===== src/rtl/icache_tag_ctrl.sv =====
// rtl/icache_tag_ctrl.sv - direct-mapped instruction cache tag controller
// Tracks 16 line valid bits, probes the tag SRAM and sequences refills.
module icache_tag_ctrl (
  input  logic        clk,
  input  logic        rst,
  input  logic        req_valid,
  input  logic [31:0] req_addr,
  output logic        req_ready,
  output logic        resp_valid,
  output logic [31:0] resp_addr,
  input  logic        flush,
  output logic        dfp_read,
  output logic [31:0] dfp_addr,
  input  logic        dfp_resp,
  output logic        tag_csb0,
  output logic        tag_web0,
  output logic [3:0]  tag_addr0,
  output logic [23:0] tag_din0,
  input  logic [23:0] tag_dout0
);

  typedef enum logic [2:0] {IDLE, LOOKUP, REFILL, WRITE, REPLAY} state_t;

  state_t      state, next_state;
  logic [15:0] valid;
  logic [31:0] addr_q;
  logic [3:0]  idx;
  logic        hit;
  logic        accept;
  logic        unused;

  assign idx       = addr_q[8:5];
  assign hit       = (state == LOOKUP) && valid[idx] && (tag_dout0[22:0] == addr_q[31:9]);
  assign accept    = req_valid && req_ready;
  assign resp_addr = addr_q;
  assign dfp_addr  = {addr_q[31:5], 5'b0};
  assign tag_din0  = {1'b0, addr_q[31:9]};
  assign unused    = tag_dout0[23];

  always_ff @(posedge clk or posedge rst) begin
    if (rst) state <= IDLE;
    else     state <= next_state;
  end

  always_comb begin
    next_state = state;
    case (state)
      IDLE:    if (accept) next_state = LOOKUP;
      LOOKUP:  next_state = hit ? (accept ? LOOKUP : IDLE) : REFILL;
      REFILL:  if (dfp_resp) next_state = WRITE;
      WRITE:   next_state = REPLAY;
      REPLAY:  next_state = LOOKUP;
      default: next_state = IDLE;
    endcase
  end

  // Outputs are gated by rst so nothing leaks to the SRAM or requester during reset.
  always_comb begin
    req_ready  = 1'b0;
    resp_valid = 1'b0;
    dfp_read   = 1'b0;
    tag_csb0   = 1'b1;
    tag_web0   = 1'b1;
    tag_addr0  = idx;
    if (!rst) begin
      case (state)
        IDLE: begin
          req_ready = 1'b1;
          if (req_valid) begin
            tag_csb0  = 1'b0;
            tag_addr0 = req_addr[8:5];
          end
        end
        LOOKUP: begin
          if (hit) begin
            resp_valid = 1'b1;
            req_ready  = 1'b1;
            if (req_valid) begin
              tag_csb0  = 1'b0;
              tag_addr0 = req_addr[8:5];
            end
          end
        end
        REFILL:  dfp_read = 1'b1;
        WRITE: begin
          tag_csb0 = 1'b0;
          tag_web0 = 1'b0;
        end
        REPLAY:  tag_csb0 = 1'b0;
        default: ;
      endcase
    end
  end

  // The WRITE set is OR-ed after the flush clear so the fresh line survives a coincident flush.
  always_ff @(posedge clk or posedge rst) begin
    if (rst)
      valid <= '0;
    else if (flush || state == WRITE)
      valid <= (flush ? 16'h0 : valid) | ((state == WRITE) ? (16'h1 << idx) : 16'h0);
  end

  always_ff @(posedge clk or posedge rst) begin
    if (rst)         addr_q <= '0;
    else if (accept) addr_q <= req_addr;
  end

endmodule


===== config.mk =====
export PLATFORM = sky130hd
export DESIGN_NAME = icache_tag_ctrl
export DESIGN_NICKNAME = d
export VERILOG_FILES = /design/src/rtl/icache_tag_ctrl.sv
export SDC_FILE = /design/constraint.sdc
export NUM_CORES = 1
export LEC_CHECK = 0
export ABC_AREA = 1
export CAP_MARGIN = 20
export CORE_MARGIN = 1.5
export CORE_UTILIZATION = 45
export DETAILED_ROUTE_END_ITERATION = 6
export GPL_ROUTABILITY_DRIVEN = 0
export MAX_ROUTING_LAYER = met4
export PLACE_DENSITY = 0.95
export SLEW_MARGIN = 25
export SYNTH_ARGS = -nofsm -noshare
export SYNTH_HDL_FRONTEND = slang
export SYNTH_SLANG_ARGS = --single-unit

===== constraint.sdc =====
create_clock -name clk -period 4.85 [get_ports clk]
set_clock_uncertainty 0.15 [all_clocks]
set_input_delay 0.485 -clock clk [delete_from_list [all_inputs] [get_ports clk]]
set_output_delay 0.485 -clock clk [all_outputs]
set_load 0.02 [all_outputs]

# Word level (Yosys, flattened, before mapping)
# Index checks and enable logic that the tools add are counted.
# W data, S select, Z words.
# totals
ff_bits	51
ramBits	0
word_cells	46
out_inout_bits	97
rom_bits	0
inputBits	61
latch_bits	0
n_memories	0
# op_classes
n_lt_le_gt_ge	1
shifts	1
reduce_logical	7
multipliers	0
mux	26
eq_ne	7
bitwise	1
n_addsub	0
div	0
# ops
cell	count
$mux W16	2
$eq A23 B23 Y1	1
$or A16 B16 Y16	1
$shl A1 B4 Y16 const A	1
$pmux W3 S5	1
$mux W1	13
$mux W4	3
$pmux W4 S2	1
$eq A3 B2 Y1 const B	2
$mux W3	2
$lt A4 B5 Y1 const B	1
$bmux W1 S4	1
$ne A2 B2 Y1 const B	2
$eq A3 B1 Y1 const B	1
$eq A3 B3 Y1 const B	1
$logic_and A1 B1 Y1	3
$logic_not A3 Y1	1
$pmux W1 S3	1
$mux W2	1
$pmux W1 S2	1
$reduce_and A2 Y1	1
$reduce_or A2 Y1	1
$logic_or A1 B1 Y1	1

# Depth between registers and ports, before layout
# Gate-level depths: netlist (run 1).
# logic_depth
depth_word	11
mapped_depth	14
depth_no_buf	13

# Least setup slack after synthesis (run 1)
# Ideal clock, no wire load.
# synth_path
kind	input to output
start	in rst
end	out tag_web0
path_slack_ns	2.247
t_arrival_ns	1.968
path_buffers	0
cell_stages	2
required_time_ns	4.215
cell_sequence	inv_1 > nand2_1
# synth_via
elab_chain_len	1
# synth_rtl
item	line_no	source
start: declaration	5	input logic rst,
$mux W1	65	if (!rst) begin
end: declaration	16	output logic tag_web0,
# Every way passes these cells.

# Worst setup path after layout (run 1)
# layout_path
start	in tag_dout0[18]
end	out tag_addr0[3]
# layout_via
elab_chain_len	5
# layout_rtl
item	line_no	source
start: declaration	19	input logic [23:0] tag_dout0
$eq A23 B23 Y1	33	assign hit = (state == LOOKUP) && valid[idx] && (tag_dout0[22:0] == addr_q[31:9]);
$logic_and A1 B1 Y1	33	
$mux W4	75	if (hit) begin
$pmux W4 S2	66	case (state)
$mux W4	65	
end: declaration	17	output logic [3:0] tag_addr0,
# Every way passes these cells.

==> metrics.yaml, run 1 <==
clock_tree:
  worstSkewPairLatency_ns: 0.30
  numCtsBuffers: 5
  cts_root_buf: "clkbuf_8"
  cts-htree-levels: 2
  post_cts_buffers: 0
  clock_sinks: 51
  clk_pin_slew_ns: 0.09
  clockBufferDepth: 2
  postCtsHoldBufs: 0
  cts_tree: "built"
  cts_resized: 0
placement:
  dp_hpwl_um: 6950
  post_dp_cell_area_mm2: 0.00450
  place_inst: 663
  portBuffers: 150
  pre_cts_slack_ns: 0.883
synthesis:
  yosysSeqAreaShare_pct: 38.0
  syn_area_mm2: 0.00336
  synth.avg_cell_area_um2: 7.04
  yosysTopAreaCellShare_pct: 38.0
  ys_types: 27
  synthCells: 477
  yosys.area.top_type: "dfrtp_1"
  synth.area.top_cells: "dfrtp_1 38%, nand2_1 20%, buf_4 13%"
  ys_warn_count: 0
  ys_seq_elements: 51
timing:
  relSlewSlack_pct: 56.3
  max_freq_mhz: 256
  fin_ws_ns: 0.937
  finalSetupTns_ns: 0
  worst_pin_slew_ns: 0.656
  finalCriticalPeriod_ns: 3.91
  finalHoldViolCount: 0
  setup_viol: 0
  period_share_pct: 80.7
  slew_viol_final: 0
  rsz0062_at_grt: "false"
critical_path:
  path_max_fanout: 32
  timing.rr.start: "resp_addr[5]$_DFFE_PP0P_"
  critical_path_arrival_ns: 3.28
  worstSetupPathType: "primary input to primary output"
  cp.required_ns: 4.22
  cp-start-kind: "primary input"
  r2r-end: "resp_addr[5]$_DFFE_PP0P_"
  reg2reg_depth: 12
  reg2reg_slack_ns: 2.16
  cp-end-kind: "primary output"
finish:
  nets: 632
  syn_to_final_growth_pct: 38.2
  final_cell_area_mm2: 0.00464
  stdcell_count: 671
  drive_above_1_share_pct: 2.97
  antenna_cells: 0
route:
  vias: 3222
  drt_iter0_drc: 126
  via_per_inst: 4.80
  drt-total-wl_um: 9200
  first_pass_iters: 5
  drc_errors: 0
  wl_per_cell_um: 13.7
  ant_nets: 0
pwr:
  p_per_area_mw_per_mm2: 630
  power.total_w: 0.00292
  max-vdd-ir-drop_v: 0.000283
  power.leakage_nw: 2.23
hold_path:
  worstHoldPathCells: 2
  hp-class: "flip-flop to flip-flop"
  hp-start: "resp_addr[1]$_DFFE_PP0P_"
  hold-path-endpoint: "resp_addr[1]$_DFFE_PP0P_"
die:
  row_count: 31
  core_mm2: 0.00721
  ios: 158
  die_w_um: 89.4
  dieHeight_um: 89.4
  initial_core_util_pct: 46.5
  die-area_mm2: 0.00798
grt:
  first_global_vias: 3101
  grt_pass1_wl_um: 14400
  antenna_found_initial: 0
  grt_overflow: 0
  grt_usage_pct: 24.0
  grt_max_degree: 53
job:
  drv_cap: 0
outcome:
  status: "finished clean"
-- Yosys cell counts --
cell type and n:
a221oi_1 1, buf_4 60, nand3_1 38, nand2_4 1, xnor2_1 7, nor3_1 1, nor2_2 1, nor2_1 32
xor2_1 7, o21ai_0 3, nand2_1 178, inv_1 58, nand4_4 1, nand2_2 2, buf_1 1, buf_6 3
o221ai_1 1, o22ai_1 16, nand4_1 2, nor2b_1 1, clkbuf_1 4, a21oi_1 1, o21ai_1 2, conb_1 1
buf_2 3, dfrtp_1 51, a21oi_4 1
-- metal layers --
| metal | share of wire (%) | wire length, µm | global-route usage, % |
|---|---|---|---|
| met4 | 1.1 | 104 | 7.27 |
| met2 | 53 | 4860 | 43.0 |
| met3 | 6.0 | 551 | 4.62 |
| met5 | 0 | 0 | - |
| met1 | 40 | 3690 | 27.1 |
-- how the worst max path moves through the flow --
| stage | start | endpoint | slack [ns] | cells past startpoint |
|---|---|---|---|---|
| 3_5_place_dp | tag_dout0[18] | tag_addr0[3] | 0.88 | 11 |
| 3_3_place_gp | tag_dout0[18] | tag_addr0[3] | 0.94 | 11 |
| 5_1_grt | resp_addr[5]$_DFFE_PP0P_ | tag_addr0[2] | 0.62 | 13 |
| 4_1_cts | tag_dout0[18] | tag_addr0[3] | 0.86 | 11 |
| 2_1_floorplan | rst | tag_web0 | 2.25 | 2 |
| 6_report | tag_dout0[18] | tag_addr0[3] | 0.94 | 11 |
-- area by class of cell --
| type | instances | area (µm²) |
|---|---|---|
| fillers | 617 | 2580 |
| repair buffers | 153 | 1520 |
| multi-input cells | 302 | 1360 |
| flip-flops and latches | 51 | 1280 |
| inverters | 58 | 218 |
| well taps | 99 | 124 |
| clock buffers | 6 | 72.6 |
| clock inverters | 2 | 60.1 |
-- cells by family after synthesis --
group | after synthesis | share of synthesized area (%)
and+or+nand+nor | 257 | 31.4
AOI/OAI and AO/OA | 25 | 4.88
DFF | 51 | 38.0
other | 1 | 0.112
xor gates and xnor gates | 14 | 3.65
buffers and inverters | 129 | 21.9
-- state kept, by name (all words and copies together), names as in the netlist --
register,cells
resp_addr,32
valid,16
state,3
-- placed cells by master, fill, tap and decap left out, drive strengths merged --
cell	n
o22ai	16
a221oi	1
bufinv	2
nand3	38
clkbuf	6
o221ai	1
nor2	33
nor2b	1
clkdlybuf4s50	150
nand4	3
o21ai	5
buf	3
xnor2	7
a21oi	2
conb	6
nor3	1
nand2	181
xor2	7
dfrtp	51
inv	58
-- per-stage QoR --
stage,utilization [%],hold WS (ns)
2_1_floorplan,-,0.316
3_3_place_gp,62.4,0.306
3_5_place_dp,62.4,0.316
4_1_cts,64.3,0.340
5_1_grt,64.3,0.369
6_report,64.3,0.333
-- critical path, cell delays in order --
cell and delay, ns:
clkdlybuf4s50_1 0.42, xnor2_1 0.24, nor2b_1 0.19, nand2_1 0.07, nor2_1 0.22, nand4_4 0.16
a21oi_4 0.37, nand2_4 0.33, nand2_1 0.17, nand2_1 0.07, clkdlybuf4s50_1 0.54
-- report_power, final --
part	internal, W	leakage, nW	switching [W]
logic	0.000801	1.50	0.000975
registers	0.000570	0.662	0.000228
clock network	0.000206	0.0654	0.000139
No activity file was read; power rests on OpenSTA's default activity.
==> run 2: changes to the inputs <==
Settings changed: CORE_UTILIZATION 45 to 38, PLACE_DENSITY 0.95 to 0.86.
Clock period 4.85 ns to 3.4 ns, I/O delays scaled along.
==> run 2 against run 1 <==
Effect of this change: sequential share of layout area down 0.35 points; clock-buffer cell count is the same; sequential power grew 43%; combinational power grew 43%; sequential cell count unchanged; utilization shrank 9.8 points; routed wire length decreased by 1.1%; global-route usage shrank 4.5 points.
==> metrics.yaml, run 2 (same netlist as run 1, synthesis figures left out) <==
clock_tree:
  cts_root_buf: "clkbuf_8"  # unchanged
  clock_sinks: 51  # unchanged
  cts-htree-levels: 2  # unchanged
  clockBufferDepth: 2  # unchanged
  numCtsBuffers: 5  # unchanged
  clk_pin_slew_ns: 0.09  # about the same
  worstSkewPairLatency_ns: 0.30  # about the same
  cts_tree: "built"  # unchanged
grt:
  antenna_found_initial: 0  # unchanged
  first_global_vias: 3202  # was 3101
  grt_overflow: 0  # unchanged
  grt_max_degree: 53  # unchanged
  grt_usage_pct: 19.6  # was 24.0%
  grt_pass1_wl_um: 14700  # was 14400 µm
route:
  via_per_inst: 4.75  # was 4.80
  ant_nets: 0  # unchanged
  drt-total-wl_um: 9100  # was 9200 µm
  first_pass_iters: 5  # unchanged
  wl_per_cell_um: 13.3  # was 13.7 µm
  vias: 3252  # was 3222
  drt_iter0_drc: 110  # was 126
  drc_errors: 0  # unchanged
finish:
  syn_to_final_growth_pct: 40.1  # was 38.2%
  nets: 637  # was 632
  drive_above_1_share_pct: 4.51  # was 2.97%
  antenna_cells: 0  # unchanged
  final_cell_mix: "178 x nand2_1, 146 x clkdlybuf4s50_1, 56 x inv_1"  # was 178 x nand2_1, 150 x clkdlybuf4s50_1, 57 x inv_1
  final_common_cell: "nand2_1"  # unchanged
  largest_register_ffs: 32  # unchanged
  final_util_pct: 54.4  # was 64.3%
timing:
  finalSetupTns_ns: 0  # unchanged
  relSlewSlack_pct: 55.7  # was 56.3%
  setup_viol: 0  # unchanged
  finalCriticalPeriod_ns: 3.22
  max_freq_mhz: 310
  slew_viol_final: 0  # unchanged
  worst_pin_slew_ns: 0.664  # was 0.656 ns
  rsz0062_at_grt: "false"  # unchanged
  period_share_pct: 94.8
  finalHoldViolCount: 0  # unchanged
pwr:
  switchingPower_w: 0.00191  # was 0.00134 W
  p_per_area_mw_per_mm2: 879  # was 630 mW/mm²
  netSwitchingFraction_pct: 46.2  # was 46.0%
  power.leakage_nw: 2.30  # was 2.23 nW
  internal_power_w: 0.00222  # was 0.00158 W
  pwr-share-seq_pct: 27.6  # was 27.3%
  power_frac_clock_pct: 10.6  # was 11.8%
  max-vdd-ir-drop_v: 0.000367  # was 0.000283 V
  p_comb_share_pct: 61.8  # was 60.8%
die:
  die-area_mm2: 0.00940  # was 0.00798 mm²
  die_w_um: 97.0  # was 89.4 µm
  initial_core_util_pct: 38.9  # was 46.5%
  ios: 158  # unchanged
  row_count: 34  # was 31
  dieHeight_um: 97.0  # was 89.4 µm
  core_mm2: 0.00864  # was 0.00721 mm²
placement:
  dp_hpwl_um: 6880  # was 6950 µm
  portBuffers: 150  # unchanged
critical_path:
  worstSetupPathType: "flip-flop to primary output"  # was primary input to primary output
  cp-startpoint: "state[2]$_DFFE_PP0P_"  # was tag_dout0[18]
  cp-start-kind: "flip-flop"  # was primary input
  reg2reg_depth: 14  # was 12
  critical_path_arrival_ns: 2.73  # was 3.28 ns
  crit_end: "req_ready"  # was tag_addr0[3]
  reg2reg_slack_ns: 0.90  # was 2.16 ns
  cp-end-kind: "primary output"  # unchanged
  timing.rr.start: "state[2]$_DFFE_PP0P_"  # was resp_addr[5]$_DFFE_PP0P_
  cp.required_ns: 2.91  # was 4.22 ns
  path_max_fanout: 7  # was 32
  r2r-end: "resp_addr[3]$_DFFE_PP0P_"  # was resp_addr[5]$_DFFE_PP0P_
hold_path:
  hp-class: "flip-flop to flip-flop"  # unchanged
job:
  drv_cap: 0  # unchanged
outcome:
  status: "finished clean"  # unchanged
[run 2: area by class of cell]
class / count / area, µm²
multi-input cells: 302 / 1370
well taps: 108 / 135
clock inverters: 2 / 35.0
clock buffers: 6 / 82.6
fillers: 820 / 3930
flip-flops and latches: 51 / 1280
inverters: 58 / 218
repair buffers: 158 / 1580
[run 2: worst min path at each step]
stage | startpoint | endpoint | cells after the start
2_1_floorplan | state[0]$_DFFE_PP0P_ | state[0]$_DFFE_PP0P_ | 1
3_3_place_gp | resp_addr[2]$_DFFE_PP0P_ | resp_addr[2]$_DFFE_PP0P_ | 2
3_5_place_dp | resp_addr[2]$_DFFE_PP0P_ | resp_addr[2]$_DFFE_PP0P_ | 2
4_1_cts | resp_addr[2]$_DFFE_PP0P_ | resp_addr[2]$_DFFE_PP0P_ | 2
5_1_grt | resp_addr[0]$_DFFE_PP0P_ | resp_addr[0]$_DFFE_PP0P_ | 2
6_report | resp_addr[2]$_DFFE_PP0P_ | resp_addr[2]$_DFFE_PP0P_ | 2
[run 2: through the flow]
step	instances	power (W)	cell area, µm²	hold WS [ns]	setup WS, ns
3_3_place_gp	675	0.00361	4540	0.305	0.0817
5_1_grt	685	0.00441	4700	0.375	0.0183
3_5_place_dp	675	0.00368	4540	0.310	0.0132
6_report	685	0.00413	4700	0.330	0.178
2_1_floorplan	482	0.00283	3370	0.316	1.02
4_1_cts	685	0.00417	4680	0.331	0.0370
[run 2: worst max-delay path, cell delays in order, from the launching register on]
cell and delay (ns):
dfrtp_1 0.41, inv_1 0.07, nand2_1 0.13, nor2_4 0.18
nand2_1 0.07, nor2_1 0.11, nand2_1 0.07, nor2_2 0.18
nand4_4 0.14, a21oi_4 0.20, buf_12 0.14, buf_4 0.11
clkdlybuf4s50_1 0.62
[run 2: repair_timing]
| item | CTS | global route |
|---|---|---|
| hold buffers | 0 | 0 |
| endpoints found under the hold margin | 0 | 0 |
| gates resized for setup | 1 | 7 |
| cloned | 0 | 0 |
| pin swaps | 1 | 0 |
| buffers inserted | 2 | 0 |
| endpoints found under the setup margin | 4 | 5 |
[run 2: power groups by stage]
stage | Combinational [W] | Sequential (W) | Clock (W)
floorplan | 0.00157 | 0.00126 | 0
global placement | 0.00248 | 0.00113 | 0
detailed placement | 0.00254 | 0.00115 | 0
CTS | 0.00257 | 0.00114 | 0.000460
global route | 0.00274 | 0.00119 | 0.000479
finish | 0.00255 | 0.00114 | 0.000438
[run 2: layer usage]
metal / track usage [%] / vias up / routed length (µm)
li1: - / 1594 / -
met1: 22.5 / 1504 / 3750
met2: 33.7 / 130 / 4600
met3: 4.05 / 24 / 522
met4: 7.36 / 0 / 233
met5: - / - / 0
